### config.mk
export PLATFORM = sky130hd
export DESIGN_NAME = writeback_stage
export DESIGN_NICKNAME = d
export VERILOG_FILES = /design/src/rtl/async_cpu_pkg.sv /design/src/rtl/wb_fifo.sv /design/src/rtl/writeback_stage.sv
export SDC_FILE = /design/constraint.sdc
export NUM_CORES = 1
export LEC_CHECK = 0
export CORE_ASPECT_RATIO = 0.8
export CORE_UTILIZATION = 29
export CTS_CLUSTER_DIAMETER = 60
export DETAILED_ROUTE_END_ITERATION = 6
export PLACE_DENSITY = 0.47
export SYNTH_ARGS = -nofsm -noshare
export SYNTH_HDL_FRONTEND = slang
export SYNTH_SLANG_ARGS = --single-unit
### constraint.sdc
create_clock -name clk -period 3.6 [get_ports clk]
set_input_delay 0.9 -clock clk [delete_from_list [all_inputs] [get_ports clk]]
set_output_delay 0.9 -clock clk [all_outputs]
set_load 0.02 [all_outputs]
### src/rtl/async_cpu_pkg.sv
// Shared types for the write-back path: register-file geometry, buffered
// result entry and the write-port FSM states.
package async_cpu_pkg;

   localparam int REG_ADDR_W = 4;
   localparam int DATA_W     = 16;

   typedef struct packed {
      logic [REG_ADDR_W-1:0] addr;
      logic [DATA_W-1:0]     data;
   } wb_entry_t;

   typedef enum logic [1:0] {
      IDLE  = 2'd0,
      WRITE = 2'd1,
      WAIT  = 2'd2
   } wb_state_t;

endpackage

### src/rtl/wb_fifo.sv
// Two-entry circular buffer of pending register writes. Exposes the head for
// the write port and every slot's valid/address for the hazard compare.
module wb_fifo
   import async_cpu_pkg::*;
#(
   parameter int DEPTH = 2
)
(
   input  logic                  clk,
   input  logic                  rst,
   input  logic                  i_push,
   input  logic [REG_ADDR_W-1:0] i_addr,
   input  logic [DATA_W-1:0]     i_data,
   input  logic                  i_pop,
   output logic                  o_full,
   output logic                  o_empty,
   output logic [1:0]            o_count,
   output logic [REG_ADDR_W-1:0] o_head_addr,
   output logic [DATA_W-1:0]     o_head_data,
   output logic [1:0]            o_valid,
   output logic [REG_ADDR_W-1:0] o_addr0,
   output logic [REG_ADDR_W-1:0] o_addr1
);

   localparam logic [1:0] FULL_CNT = 2'(DEPTH);

   wb_entry_t  r_mem [2];
   logic       r_wr_ptr;
   logic       r_rd_ptr;
   logic [1:0] r_count;

   logic       w_push_ok;
   logic       w_pop_ok;

   assign o_full    = (r_count == FULL_CNT);
   assign o_empty   = (r_count == 2'd0);
   assign w_push_ok = i_push && !o_full;
   assign w_pop_ok  = i_pop && !o_empty;

   // Slot contents need no reset: nothing reads a slot unless it is valid.
   always_ff @(posedge clk) begin
      if (w_push_ok) begin
         r_mem[r_wr_ptr] <= '{addr: i_addr, data: i_data};
      end
   end

   always_ff @(posedge clk) begin
      if (rst) begin
         r_wr_ptr <= 1'b0;
         r_rd_ptr <= 1'b0;
         r_count  <= 2'd0;
      end else begin
         if (w_push_ok) begin
            r_wr_ptr <= ~r_wr_ptr;
         end
         if (w_pop_ok) begin
            r_rd_ptr <= ~r_rd_ptr;
         end
         case ({w_push_ok, w_pop_ok})
            2'b10:   r_count <= r_count + 2'd1;
            2'b01:   r_count <= r_count - 2'd1;
            default: r_count <= r_count;
         endcase
      end
   end

   assign o_count     = r_count;
   assign o_head_addr = r_mem[r_rd_ptr].addr;
   assign o_head_data = r_mem[r_rd_ptr].data;

   // With one entry held, only the slot under the read pointer is live.
   assign o_valid[0] = (r_count == 2'd2) || ((r_count == 2'd1) && !r_rd_ptr);
   assign o_valid[1] = (r_count == 2'd2) || ((r_count == 2'd1) &&  r_rd_ptr);
   assign o_addr0    = r_mem[0].addr;
   assign o_addr1    = r_mem[1].addr;

endmodule

### src/rtl/writeback_stage.sv
// Write-back stage: four-phase capture of execute results into a 2-entry
// buffer, acknowledged register-file writes with timeout, and RAW hazard flags.
module writeback_stage
   import async_cpu_pkg::*;
#(
   parameter int DEPTH   = 2,
   parameter int TIMEOUT = 8
)
(
   input  logic                  clk,
   input  logic                  rst,
   input  logic                  res_req,
   input  logic [REG_ADDR_W-1:0] res_addr,
   input  logic [DATA_W-1:0]     res_data,
   output logic                  res_ack,
   output logic                  write_en,
   output logic [REG_ADDR_W-1:0] write_addr,
   output logic [DATA_W-1:0]     write_data,
   input  logic                  reg_ack,
   input  logic [REG_ADDR_W-1:0] haz_addr_a,
   input  logic [REG_ADDR_W-1:0] haz_addr_b,
   output logic                  hit_a,
   output logic                  hit_b,
   output logic [1:0]            pending_cnt,
   output logic                  wb_err
);

   localparam int              CNT_W   = (TIMEOUT > 2) ? $clog2(TIMEOUT) : 1;
   localparam logic [CNT_W-1:0] CNT_MAX = CNT_W'(TIMEOUT - 1);

   wb_state_t             r_state;
   logic                  r_res_ack;
   logic                  r_write_en;
   logic [REG_ADDR_W-1:0] r_write_addr;
   logic [DATA_W-1:0]     r_write_data;
   logic [CNT_W-1:0]      r_cnt;
   logic                  r_wb_err;

   wb_state_t             w_state_nxt;
   logic                  w_we_nxt;
   logic [REG_ADDR_W-1:0] w_waddr_nxt;
   logic [DATA_W-1:0]     w_wdata_nxt;
   logic [CNT_W-1:0]      w_cnt_nxt;
   logic                  w_err_nxt;
   logic                  w_pop;
   logic                  w_push;

   logic                  w_full;
   logic                  w_empty;
   logic [1:0]            w_count;
   logic [REG_ADDR_W-1:0] w_head_addr;
   logic [DATA_W-1:0]     w_head_data;
   logic [1:0]            w_valid;
   logic [REG_ADDR_W-1:0] w_addr0;
   logic [REG_ADDR_W-1:0] w_addr1;

   wb_fifo #(
      .DEPTH (DEPTH)
   ) u_fifo (
      .clk         (clk),
      .rst         (rst),
      .i_push      (w_push),
      .i_addr      (res_addr),
      .i_data      (res_data),
      .i_pop       (w_pop),
      .o_full      (w_full),
      .o_empty     (w_empty),
      .o_count     (w_count),
      .o_head_addr (w_head_addr),
      .o_head_data (w_head_data),
      .o_valid     (w_valid),
      .o_addr0     (w_addr0),
      .o_addr1     (w_addr1)
   );

   // Capture only while ack is low, so one req phase yields exactly one entry.
   assign w_push = res_req && !r_res_ack && !w_full;

   always_ff @(posedge clk) begin
      if (rst) begin
         r_res_ack <= 1'b0;
      end else if (w_push) begin
         r_res_ack <= 1'b1;
      end else if (r_res_ack && !res_req) begin
         r_res_ack <= 1'b0;
      end
   end

   always_ff @(posedge clk) begin
      if (rst) begin
         r_state      <= IDLE;
         r_write_en   <= 1'b0;
         r_write_addr <= '0;
         r_write_data <= '0;
         r_cnt        <= '0;
         r_wb_err     <= 1'b0;
      end else begin
         r_state      <= w_state_nxt;
         r_write_en   <= w_we_nxt;
         r_write_addr <= w_waddr_nxt;
         r_write_data <= w_wdata_nxt;
         r_cnt        <= w_cnt_nxt;
         r_wb_err     <= w_err_nxt;
      end
   end

   always_comb begin
      w_state_nxt = r_state;
      w_we_nxt    = 1'b0;
      w_waddr_nxt = r_write_addr;
      w_wdata_nxt = r_write_data;
      w_cnt_nxt   = r_cnt;
      w_err_nxt   = r_wb_err;
      w_pop       = 1'b0;
      case (r_state)
         IDLE: begin
            if (!w_empty) begin
               w_we_nxt    = 1'b1;
               w_waddr_nxt = w_head_addr;
               w_wdata_nxt = w_head_data;
               w_state_nxt = WRITE;
            end
         end
         WRITE: begin
            w_cnt_nxt   = '0;
            w_state_nxt = WAIT;
         end
         WAIT: begin
            if (reg_ack) begin
               w_pop       = 1'b1;
               w_state_nxt = IDLE;
            end else if (r_cnt == CNT_MAX) begin
               // No ack in time: flag it and drop the head so later writes still drain.
               w_err_nxt   = 1'b1;
               w_pop       = 1'b1;
               w_state_nxt = IDLE;
            end else begin
               w_cnt_nxt = r_cnt + 1'b1;
            end
         end
         default: begin
            w_state_nxt = IDLE;
         end
      endcase
   end

   // The head keeps flagging its register until it is popped.
   assign hit_a = (w_valid[0] && (w_addr0 == haz_addr_a)) ||
                  (w_valid[1] && (w_addr1 == haz_addr_a));
   assign hit_b = (w_valid[0] && (w_addr0 == haz_addr_b)) ||
                  (w_valid[1] && (w_addr1 == haz_addr_b));

   assign res_ack     = r_res_ack;
   assign write_en    = r_write_en;
   assign write_addr  = r_write_addr;
   assign write_data  = r_write_data;
   assign pending_cnt = w_count;
   assign wb_err      = r_wb_err;

endmodule

==> impl_summary.txt <==
----------------------------------------------------
[Detailed routing]
  Vias per std cell ... 4.471
  DRC errors left ... 0
  Total via count after detailed routing ... 1,784
  ANT nets after route ... 0
  Mean routed wirelength per cell ... 14.30 um
  Initial DRC count ... 70
  1st-pass router iterations ... 4
  Total Wirelength ... 5706 um

[Critical path]
  R2R depth ... 7
  Startpoint of the most critical register-to-register path ... u_fifo.o_count[0]
  Peak per-stage delay on the critical path ... 0.64 ns
  Critical path launch point type ... primary input
  CP Cell Sequence ... clkdlybuf4s50_1, xnor2_1, nand4_1, o22ai_1, clkdlybuf4s50_1
  CP top delay family ... buffers and inverters
  WS Path Type ... primary input to primary output
  Slowest stage cell, crit path ... sky130_fd_sc_hd__clkdlybuf4s50_1
  Crit path depth ... 5
  Arrival time of the worst setup path ... 2.52 ns
  Data required time at the worst endpoint ... 2.70 ns
  Crit end category ... primary output
  Worst Path Buf+Inv ... 2
  Worst reg2reg endpoint ... u_fifo.o_count[0]
  Most common cell on crit path ... sky130_fd_sc_hd__clkdlybuf4s50_1
  Register-to-register path setup slack ... 1.65 ns
  Highest net fanout along the worst path ... 2

[Floorplan]
  DIE WIDTH ... 112.4 um
  Top Ports ... 59
  Std-Cell Rows ... 31
  Starting density of the core ... 30.52%
  Die Area ... 10,160 um^2
  Core region area ... 9270 um^2
  Vert. Die Dim ... 90.34 um

[Pwr]
  Sequential cell fraction of total power ... 40.6%
  Cell Pwr Density ... 662.3 nW/um^2
  Combinational power share ... 20.4%
  Switching power share of the total ... 26.24%
  Internal cell power ... 1.911 mW
  Clock network fraction of total power ... 39.0%
  Reported leakage power ... 1.298 nW
  Switching power summed over all nets ... 679.8 uW
  Worst-case vdd ir drop ... 252.5 uV

[Clock network]
  TritonCTS Sinks ... 72
  TritonCTS clock tree ... built
  Number of levels the H-tree was split into ... 3
  Bufs on Longest Clock Path ... 2
  Clock transition at the registers of the reported paths ... 0.06 ns
  Cell at the root of the clock tree ... sky130_fd_sc_hd__clkbuf_16
  Post-cts sizing count ... 0
  Skew-Pair Late Insertion Delay ... 0.32 ns
  Quantity of hold-fixing buffers added after cts ... 0
  Post-CTS setup buffers ... 0
  Clock buffer count from CTS ... 9

[Hold path]
  HP Class ... register to register
  Cell count of the worst hold path ... 2
  Min-delay src ... r_cnt[1]
  Hold path endpoint ... r_cnt[1]

[Global routing]
  Vias in the first global route ... 1,819
  Pin count of the biggest net entering global routing ... 41
  First-pass GRT wire length ... 9287 um
  Gr ovfl total ... 0
  Global-route usage over all layers ... 12.29%
  Number of antenna violations at the first check in global routing ... 0

[Cells and area]
  Number of diodes added for antenna fixing ... 0
  Signed area change from the synthesized netlist to the final layout ... 38.26%
  Nets ... 317
  Most frequent cells in the layout ... sky130_fd_sc_hd__clkdlybuf4s50_1 (58), sky130_fd_sc_hd__edfxtp_1 (40), sky130_fd_sc_hd__dfxtp_1 (32)
  Share of post-route cells with drive strength above 1 ... 9.507%
  Leading cell type in the layout, fill and taps excluded ... sky130_fd_sc_hd__clkdlybuf4s50_1

[STA]
  Final-report max-slew violation count ... 0
  Number of endpoints with negative hold slack in the final report ... 0
  Post-layout min period ... 3.424 ns
  Setup repair after global routing missed its margin ... no
  TNS Setup ... 0 ns
  Clock Skews ... 0.004566 ns
  Count of endpoints failing setup in the final report ... 0
  Tightest slew margin relative to the limit ... 69.95%
  Share of the cycle needed by the critical path after routing ... 95.11%
  Worst Max-Slew Pin Slew ... 0.4498 ns
  Setup ws final ... 0.1761 ns
  Achievable frequency ... 292.1 MHz

[Logic synthesis]
  Sequential area share after synthesis ... 65.10%
  Number of cells produced by synthesis ... 213
  Largest area contributor in the netlist ... sky130_fd_sc_hd__edfxtp_1
  Library cells used by synthesis ... 29
  Share of the synthesized area in the top cell type ... 42.46%
  Area of the mapped netlist ... 2829 um^2
  Yosys warning total ... 0
  Most frequently used flop master after synthesis ... sky130_fd_sc_hd__edfxtp_1
  Net count of the mapped netlist ... 251
  Main area contributors after synthesis ... sky130_fd_sc_hd__edfxtp_1 (42%), sky130_fd_sc_hd__dfxtp_1 (23%), sky130_fd_sc_hd__mux2i_1 (7.1%), sky130_fd_sc_hd__a211oi_1 (5.6%), sky130_fd_sc_hd__xnor2_1 (5.3%)
  Synthesized area per cell ... 13.28 um^2
  Number of synthesized flops with an enable pin ... 40
  Fraction of synthesis flops using an asynchronous set or reset pin ... 0%
  Number of flip-flops and latches in the synthesized netlist ... 72

[Place]
  Number of I/O port buffers ... 58
  HPWL Detailed ... 3816 um
  Pre-CTS WS ... 0.1746 ns
  Routability congestion estimate from global placement ... 0.7213

[Status]
  Outcome ... finished, final reports clean

[Run]
  Max Cap Violations ... 0

----------------------------------------------------
[area by class of cell]
cell class	count	area (um^2)
Inverter	4	15.01
Clock buffer	9	225.2
Sequential cell	72	1842
Tap cell	115	143.9
Multi-Input combinational cell	127	932.1
Fill cell	879	5359
Clock inverter	7	120.1
Timing Repair Buffer	65	633.1
[registers in the layout, indices dropped and copies added (netlist names)]
| name | count |
|---|---|
| wb_err | 1 |
| r_state | 2 |
| u_fifo.r_mem | 40 |
| write_addr | 4 |
| u_fifo.o_count | 2 |
| r_cnt | 3 |
| write_data | 16 |
| u_fifo.r_rd_ptr | 1 |
| u_fifo.r_wr_ptr | 1 |
| write_en | 1 |
| res_ack | 1 |
[worst register-to-register path, stage by stage, from the launching register on]
cell and delay [ns]:
sky130_fd_sc_hd__dfxtp_1 0.39, sky130_fd_sc_hd__inv_1 0.09, sky130_fd_sc_hd__ha_1 0.24, sky130_fd_sc_hd__nor3b_1 0.41, sky130_fd_sc_hd__inv_1 0.14, sky130_fd_sc_hd__ha_1 0.35, sky130_fd_sc_hd__xor2_1 0.17, sky130_fd_sc_hd__nor2_1 0.05
[power groups by stage]
stage	Sequential (mW)	Clock, mW	Combinational [mW]
floorplan	1.13	0	0.223
global placement	1.07	0	0.529
detailed placement	1.07	0	0.535
CTS	1.06	1.04	0.537
global route	1.07	1.07	0.579
finish	1.05	1.01	0.529
[stage by stage]
step / cell area [um^2] / instances / total power [mW] / hold slack, ns / utilization [%]
after global routing: 3911 / 399 / 2.721 / 0.4938 / 42.19
after global placement: 3566 / 383 / 1.601 / 0.4512 / 38.47
after detailed placement: 3566 / 383 / 1.605 / 0.4656 / 38.47
after CTS: 3911 / 399 / 2.631 / 0.4736 / 42.19
final: 3911 / 399 / 2.590 / 0.4718 / 42.19
after floorplan: 2829 / 213 / 1.358 / 0.4516 / -
[kinds of logic after synthesis]
logic type	count (synthesis)	synth area share, %
adders and majority gates	6	2.654
buffers and inverters	14	2.256
and+or+nand+nor	51	9.509
DFF	72	65.10
xor gates and xnor gates	19	5.882
muxes	20	7.076
AOI/OAI and AO/OA	31	7.519
[layer usage]
metal	global-route usage (%)	share of wire (%)	up-vias	routed length, um
li1	-	-	921	-
met1	15.70	49	814	2819
met2	19.10	45	43	2589
met3	3.893	4.5	6	254
met4	5.333	0.74	0	42
met5	0	0	-	0
[worst max-delay path by stage]
stage               slack [ns]           from                  to
floorplan                 1.04        res_req  u_fifo.r_mem[0][0]
global placement          0.13  haz_addr_a[2]               hit_a
detailed placement        0.17  haz_addr_a[3]               hit_a
CTS                       0.16  haz_addr_a[3]               hit_a
global route              0.09  haz_addr_b[2]               hit_b
finish                    0.18  haz_addr_a[3]               hit_a
[synthesized netlist by cell type, drive strengths merged (2+ instances only)]
| master | number |
|---|---|
| ha | 6 |
| nand2 | 2 |
| nor2 | 27 |
| clkbuf | 3 |
| a211oi | 21 |
| mux2i | 20 |
| buf | 7 |
| nor4 | 2 |
| a21oi | 7 |
| o22ai | 2 |
| nand2b | 3 |
| xor2 | 2 |
| nor3b | 2 |
| xnor2 | 17 |
| nand4 | 4 |
| inv | 4 |
| edfxtp | 40 |
| dfxtp | 32 |
| nand3 | 3 |
| nor3 | 2 |
Power figures use the tool's default switching activity.
